### src/rtl/parallel_in_serial_out_piso_param.sv
// Parameterised parallel-in serial-out shifter with valid/ready load,
// bit-rate enable, back-to-back frames and a frame-done pulse.
module parallel_in_serial_out_piso_param #(
  parameter int WIDTH     = 8,
  parameter int LSB_FIRST = 0
) (
  input  logic             Clk_In,
  input  logic             Reset_In,
  input  logic             Load_Valid_In,
  output logic             Load_Ready_Out,
  input  logic [WIDTH-1:0] Parallel_Data_In,
  input  logic             Shift_Enable_In,
  output logic             Serial_Data_Out,
  output logic             Serial_Valid_Out,
  output logic             Busy_Out,
  output logic             Done_Out,
  output logic [WIDTH-1:0] PISO_Shift_Register
);

  localparam int CW = $clog2(WIDTH + 1);

  localparam logic [0:0] IDLE  = 1'b0;
  localparam logic [0:0] SHIFT = 1'b1;

  logic [0:0]       state;
  logic [CW-1:0]    cnt;
  logic [WIDTH-1:0] sreg;
  logic [WIDTH-1:0] sreg_next;
  logic             done;
  logic             last;
  logic             accept;

  // The final bit being consumed frees the register for a same-edge reload
  assign last   = (state == SHIFT) && (cnt == CW'(1)) && Shift_Enable_In;
  assign accept = Load_Valid_In && Load_Ready_Out;

  assign Load_Ready_Out = (state == IDLE) || last;

  generate
    if (LSB_FIRST != 0) begin : g_lsb
      assign sreg_next       = {1'b0, sreg[WIDTH-1:1]};
      assign Serial_Data_Out = (state == SHIFT) && sreg[0];
    end else begin : g_msb
      assign sreg_next       = {sreg[WIDTH-2:0], 1'b0};
      assign Serial_Data_Out = (state == SHIFT) && sreg[WIDTH-1];
    end
  endgenerate

  assign Serial_Valid_Out    = (state == SHIFT);
  assign Busy_Out            = (state == SHIFT);
  assign Done_Out            = done;
  assign PISO_Shift_Register = sreg;

  always_ff @(posedge Clk_In or posedge Reset_In) begin
    if (Reset_In) begin
      state <= IDLE;
      cnt   <= '0;
      sreg  <= '0;
      done  <= 1'b0;
    end else begin
      done <= last;
      if (accept) begin
        state <= SHIFT;
        cnt   <= CW'(WIDTH);
        sreg  <= Parallel_Data_In;
      end else if (last) begin
        state <= IDLE;
        cnt   <= '0;
        sreg  <= '0;
      end else if ((state == SHIFT) && Shift_Enable_In) begin
        cnt  <= cnt - CW'(1);
        sreg <= sreg_next;
      end
    end
  end

endmodule
### config.mk
export PLATFORM = sky130hd
export DESIGN_NAME = parallel_in_serial_out_piso_param
export DESIGN_NICKNAME = d
export VERILOG_FILES = /design/src/rtl/parallel_in_serial_out_piso_param.sv
export SDC_FILE = /design/constraint.sdc
export NUM_CORES = 1
export LEC_CHECK = 0
export CORE_UTILIZATION = 45
export CTS_BUF_LIST = sky130_fd_sc_hd__clkbuf_4 sky130_fd_sc_hd__clkbuf_8
export DETAILED_ROUTE_END_ITERATION = 10
export PLACE_DENSITY = 0.83
export SETUP_SLACK_MARGIN = 0.4
export SLEW_MARGIN = 0
export SYNTH_ARGS = -nofsm -noshare
export SYNTH_HDL_FRONTEND = slang
export SYNTH_SLANG_ARGS = --single-unit
### constraint.sdc
create_clock -name Clk_In -period 1.94 [get_ports Clk_In]
set_clock_uncertainty 0.05 [all_clocks]
set_input_delay 0.388 -clock Clk_In [delete_from_list [all_inputs] [get_ports Clk_In]]
set_output_delay 0.388 -clock Clk_In [all_outputs]
set_load 0.1 [all_outputs]
Word-level counts from Yosys, hierarchy flattened:

Cells that the tools add are included.

* $add $sub $neg: 1
* eq/ne operators: 1
* muxes and demuxes: 8
* bitwise operators: 1
* reduce and logical (&&, ||, !) cells: 8

Operators by type and width (number)
* 2-to-1 mux 8 bit: 3
* 2-to-1 mux 4 bit: 3
* logical AND 1 bit: 5
* equality test 4 x 1 -> 1 bit (second input constant): 1
* subtractor 4 x 1 -> 4 bit (second input constant): 1
* nonzero test 3 bit: 1
* 2-to-1 mux 1 bit: 2
* nonzero test 2 bit: 1
* logical OR 1 bit: 1
* NOT 1 bit: 1

* register bits after elaboration: 14
* output and inout port bits: 13
* word-level logic and storage cells: 23

Longest topological paths before layout:

* depth after elaboration: 6
* gate-level depth with buffers: 5
* depth with buffers taken out: 5

Worst setup path before layout:

Ideal clock, no wire load.

* path type: flip-flop to output port
* from: reg state, in the netlist Busy_Out
* to: out Serial_Data_Out
* data arrival time: 2054 ps
* required time: 1502 ps
* path slack: -552 ps
* cell stages (with the launch flop): 3
* buffers on the path: 1
* cell sequence: dfrtp_1 -> clkbuf_2 -> and2_1

* word-level cells in the longest chain between the ends: 1

RTL lines
* start: declaration: line 25 `logic [0:0] state;`
* start signal: assignment: line 56 `state <= IDLE;`
* start signal: assignment: line 63 `state <= SHIFT;`
* start signal: assignment: line 67 `state <= IDLE;`
* logical AND 1 bit: line 45 `assign Serial_Data_Out = (state == SHIFT) && sreg[WIDTH-1];`
* end: declaration: line 13 `output logic Serial_Data_Out,`

Every way passes these cells.

Final worst setup path:

* from: reg cnt[1]
* to: reg sreg[4], in the netlist PISO_Shift_Register[4]

* word-level cells in the longest chain between the ends: 6
* elaborated cells on any way between the ends: 8

RTL lines
* start: declaration: line 26 `logic [CW-1:0] cnt;`
* start signal: assignment: line 64 `cnt <= CW'(WIDTH);`
* start signal: assignment: line 71 `cnt <= cnt - CW'(1);`
* equality test 4 x 1 -> 1 bit *: line 34 `assign last = (state == SHIFT) && (cnt == CW'(1)) && Shift_Enable_In;`
* logical AND 1 bit * (2 in series): line 34
* logical OR 1 bit: line 37 `assign Load_Ready_Out = (state == IDLE) || last;`
* logical AND 1 bit: line 35 `assign accept = Load_Valid_In && Load_Ready_Out;`
* nonzero test 3 bit (no line) / 2-to-1 mux 8 bit (equally long branches)
* end signal: assignment: line 65 `sreg <= Parallel_Data_In;`
* end signal: assignment: line 72 `sreg <= sreg_next;`
* end: declaration: line 27 `logic [WIDTH-1:0] sreg;`

Every way passes the cells marked *; elsewhere a longest branch is shown, timed or not.
A chain may end at the register's enable or synchronous reset.

==> metrics.md <==
| Metric | Value |
|---|---|
| Maximum vdd drop | `1.17 mV` |
| Max Fclk | `562 MHz` |
| Status | `completed` |
| Total GRT Usage | `26.4%` |
| Layout Nets | `123` |
| Top cells by area, synth | `dfrtp_1, a221o_1, and2_1` |
| Residual DRC | `0` |
| Static Leak | `just over 0.6 nW` |
| Final ANT Viol Nets | `0` |
| Layout filler cell count | `69` |
| Worst-skew pair later-pin latency | `0.29 ns` |
| Setup Viol. Count Final | `0` |
| Core ar. | `0.00151 sq mm` |
| FF+latch area | `358 sq um` |
| Worst-Margin Slew | `0.592 ns` |
| Clock Sinks | `14` |
| First-pass DRT Iterations | `4` |
| Tmin final | `1.78 ns` |
| Die H | `42.1 um` |
| Commonest cells post-synth | `dfrtp_1, and2_1, a221o_1, inv_1, nand2_1` |
| Hpwl dp | `1270 um` |
| Cell taking the most area after synthesis | `dfrtp_1` |
| Syn Area/Cell | `10.8 sq um` |
| Number of DRC markers in iteration 0 | `between 40 and 50` |
| Met2 routed WL | `1350 um` |
| Power per cell area | `1860 mW/mm^2` |
| Die area | `0.00177 sq mm` |
| Rows | `14` |
| WP data required | `2.06 ns` |
| RSZ-0062 raised after global routing | `yes` |
| Total number of vias | `around 770` |
| Worst-path clk slew | `0.09 ns` |
| Initial Utilization | `47.9%` |
| Synth cell types | `28` |
| Final wirelength | `2630 um` |
| Asr flop ratio synth | `100%` |
| Top_reg_cell synth | `dfrtp_1` |
| Via density | `6.19` |
| Initial antenna violation count | `0` |
| Max-Cap Viols | `0` |
| Layout cells sized above 1 | `44.4%` |
| Wire length on met3 | `around 170 um` |
| Critical path peak fanout | `7` |
| Grt ovf | `0` |
| Routability Congestion | `0.797` |
| Largest net degree at the start of global routing | `15` |
| Die X-Extent | `42.1 um` |
| Slew margin rel. | `59.4%` |
| Core Util, Final | `between 80 and 90%` |
| Slew Limit Fails | `0` |
| Routed wire per std cell | `21.2 um` |
| M1 WL | `1020 um` |
| Layout area overhead | `83.5%` |
| Post-Syn Area | `722 sq um` |
| CTS buffer count | `3` |
| H-tree Lvls | `1` |
| Reg-to-reg slack, setup | `0.16 ns` |
| Clock Tree Root | `clkbuf_4` |
| Synth top area share | `~49%` |
| Total chip power | `2.47 mW` |
| YS warnings | `0` |
| Multi-input logic area | `415 sq um` |
| Hold_ws | `0.423 ns` |
| Vias in the first global route | `692` |
| # diodes | `0` |
| Register area share after synthesis | `48.5%` |
| Number of cells on the worst reg-to-reg path | `7` |
| Count leader, synth | `dfrtp_1` |
| Number of flops mapped to enable cells by yosys | `0` |
| Arrival time of the worst setup path | `1.90 ns` |
| Setup TNS | `0 ns` |
| Area of placed instances | `0.00112 sq mm` |
| Max layer used | `met4` |
| Fin. Hold Viols | `0` |
| Crit. End Element | `flip-flop` |
| Boundary Pins | `25` |
| WS Path Type | `flip-flop to flip-flop` |
| First-pass GRT wire length | `3430 um` |
| CTS tree | `done` |
| Number of port buffers | `24` |
| Fin crit share | `91.7%` |
| Post-route cell area | `0.00133 sq mm` |
| Critical Path Source Type | `flip-flop` |
| Number of synthesized register bits | `14` |
| Cell count after synthesis | `67` |
| Tightest Hold Check Type | `input port to async pin` |
| Max Buffers Root-to-Sink | `2` |
| Syn_nets | `a little over 80` |
-- cells in the final DEF (no fill, tap or decap), drive strengths merged, types with 2 or more instances in the layout --
master,instances
a221o,7
and2,8
buf,28
clkbuf,4
clkdlybuf4s50,10
dfrtp,14
ha,2
inv,5
nand2,5
nand3,2
nor2,2
nor3,3
o21ai,2
-- state kept, by name, summed over array words and instances (netlist names) --
register,flops
Busy_Out,1
Done_Out,1
PISO_Shift_Register,8
cnt,4
-- layer usage --
layer | GRT usage (%) | vias up
met5 | 0 | -
met4 | 11.3 | 0
met3 | 2.59 | 10
met2 | 45.6 | 48
met1 | 33.7 | 379
li1 | - | 330
-- repair_timing --
item / 4_1_cts / 5_1_grt
hold buffers: 0 / 0
setup buffers: 10 / 3
resized for setup: 9 / 6
pin swaps: 4 / 3
setup endpoints to repair: 11 / 13
-- kinds of logic (layout without fill, tap and decap cells) --
logic type	Yosys count	in the layout	share of synthesized area [%]
flops	14	14	48.5
compound gates	15	15	18.4
fa+ha+maj	2	2	3.47
buf+inv	7	48	4.33
mux	1	1	1.39
simple gates	28	28	23.9
-- worst paths after layout --
check,end,from
min in group Clk_In,PISO_Shift_Register[2],PISO_Shift_Register[1]
max in group asynchronous,Busy_Out,Reset_In
worst max register to register,PISO_Shift_Register[4],cnt[1]
worst max-delay path,PISO_Shift_Register[4],cnt[1]
worst min register to register,PISO_Shift_Register[2],PISO_Shift_Register[1]
worst min-delay path,PISO_Shift_Register[4],Reset_In
-- report_power, final --
group	internal (mW)	leakage [nW]	switching, mW
Sequential	0.408	0.176	0.176
Clock	0.114	0.0210	0.103
Combinational	0.698	0.417	0.966
Total	1.22	0.614	1.25
-- area by class of cell --
cell class	instances	area share, %
Sequential cell	14	27.0
Multi-Input combinational cell	46	31.4
Tap cell	16	1.51
Inverter	5	1.42
Timing Repair Buffer	39	36.0
Clock buffer	4	2.74
-- stage by stage --
step           cells  setup slack (ns)
3_3_place_gp     107            0.0449
2_1_floorplan     67             0.326
4_1_cts          121             0.226
3_5_place_dp     107            0.0279
6_report         124             0.161
5_1_grt          124             0.107
-- worst max-delay path: stages, from the launching register on --
cell and delay [ns]:
dfrtp_1 0.40, inv_2 0.09, ha_4 0.15, buf_4 0.11, buf_6 0.09, nor3b_4 0.33
nor2_4 0.11, a221o_1 0.33
No activity file was read; power rests on OpenSTA's default activity.
==> RTL change (same flow settings) <==
Change the parameter `WIDTH` from 8 to 16.
--- a/src/rtl/parallel_in_serial_out_piso_param.sv
+++ b/src/rtl/parallel_in_serial_out_piso_param.sv
@@ -3,3 +3,3 @@
 module parallel_in_serial_out_piso_param #(
-  parameter int WIDTH     = 8,
+  parameter int WIDTH     = 16,
   parameter int LSB_FIRST = 0
Interface: changed (resized PISO_Shift_Register and Parallel_Data_In); port bits go from 25 to 41. No check against the original RTL was run, so the function may have changed too.
==> RTL change against the original RTL <==
  * The run now ends with setup timing left
  * Die area grew 100%
  * Hold slack lost 0.073 ns
  * Sequential cell count grew 9
  * Wire length grew 87%
  * Largest power group unchanged
  * Cell count grew 110%
  * Final area grew 85%
  * Register-to-register slack lost 0.12 ns
  * Total power grew 68%
  * Combinational power grew 73%
  * Synthesized area grew 110%
  * Setup slack lost 0.28 ns
  * Global-route usage grew 1.8 points
==> RTL change: results (changes against the original RTL) <==
Pwr
  • Clk pwr share: 0.055 (was 0.088)
  • Combinational power share: 0.694 (was 0.675)
  • Maximum VDD drop: 1.026 mV (was 1.175 mV)
  • P_seq: 1.04 mW (was 0.584 mW)
  • Switching share of power: 0.5390 (was 0.5051)

Outcome
  • Status: complete, but fails checks (was finished, final reports clean)
  • Failing checks: setup timing

STA
  • Hold Slack: 0.3502 ns (was 0.4227 ns)
  • Final setup vio count: 1 (was 0)
  • Final worst slack: -0.1195 ns (was 0.1614 ns)
  • Worst slew pin tran: 0.5128 ns (was 0.5917 ns)

Layout
  • Filler instances: 222 (was 69)
  • Number of flip-flops in the largest register: 16 (was 8)
  • Fraction of final layout cells sized beyond drive strength 1: 0.4340 (was 0.4444)
  • Final cell count without fillers: 256 (was 124)

Route
  • Vias/cell: 6.180 (was 6.185)
  • Met3 Routed Length: 225 um (was 171 um)
  • Routed WL: 4.920 mm (was 2.632 mm)
  • First DRT Iteration DRCs: 75 (was 45)
  • Met2 wire length: 2.558 mm (was 1.349 mm)

GRT
  • Number of global-route vias before repair: 1,567 (was 692)
  • Met1 Use GR: 0.3693 (was 0.3371)
  • Grt met2 use: 0.4703 (was 0.4563)
  • Largest net degree at the start of global routing: 24 (was 15)
  • Gr usage total: 0.2823 (was 0.2639)
  • Grt met3 use: 0.03057 (was 0.02586)

Logic synthesis
  • Synth Area in Compound Gates: 0.2015 (was 0.1837)
  • Post-synth net total: 181 (was 81)
  • Mux contribution to synthesized area: 0.1117 (was 0.01386)
  • Post-synth top cells: dfrtp_1 (23), nand3_1 (19), nand2_1 (15) (was dfrtp_1 (14), and2_1 (8), a221o_1 (7))
  • Top post-synthesis cells by area: dfrtp_1 (39%), mux2i_1 (7.4%), nand3_1 (6.4%), a311o_2 (5.3%), o22ai_1 (4.2%) (was dfrtp_1 (49%), a221o_1 (9.7%), and2_1 (6.9%), ha_1 (3.5%), inv_1 (2.6%))

Worst setup path
  • Reg2Reg Depth: 5 (was 7)
  • WP data required: 1.50 ns (was 2.06 ns)

Placement
  • Global placer's final weighted congestion: 0.8405 (was 0.7968)
  • Port buffer count: 40 (was 24)
  • Placed cells: 238 (was 107)
  • Dpl ws: -0.02264 ns (was 0.02792 ns)

Clocking
  • Worst skew pair latency: 0.31 ns (was 0.29 ns)
  • Worst-path clk slew: 0.13 ns (was 0.09 ns)
==> RTL change: cell count changes in the layout (fill, tap and decap cells not counted), sizes merged, moves of 3 or more <==
cell | before | now
and2 | 8 | 4
dfrtp | 14 | 23
and3 | 1 | 9
buf | 28 | 45
o22ai | 0 | 10
mux2 | 0 | 5
clkdlybuf4s50 | 10 | 19
nand3 | 2 | 19
a22oi | 0 | 5
a311o | 0 | 9
nor3 | 3 | 0
a221o | 7 | 0
nand2 | 5 | 15
mux2i | 1 | 11
==> RTL change: cell type report <==
type / instances / area, um2 / area share
Clock buffer: 3 / 22.52 / 0.009207
Clock inverter: 1 / 5.005 / 0.002046
Inverter: 5 / 20.02 / 0.008184
Multi-Input combinational cell: 116 / 957.2 / 0.3913
Sequential cell: 23 / 581.8 / 0.2379
Tap cell: 44 / 55.05 / 0.02251
Timing Repair Buffer: 64 / 804.5 / 0.3289
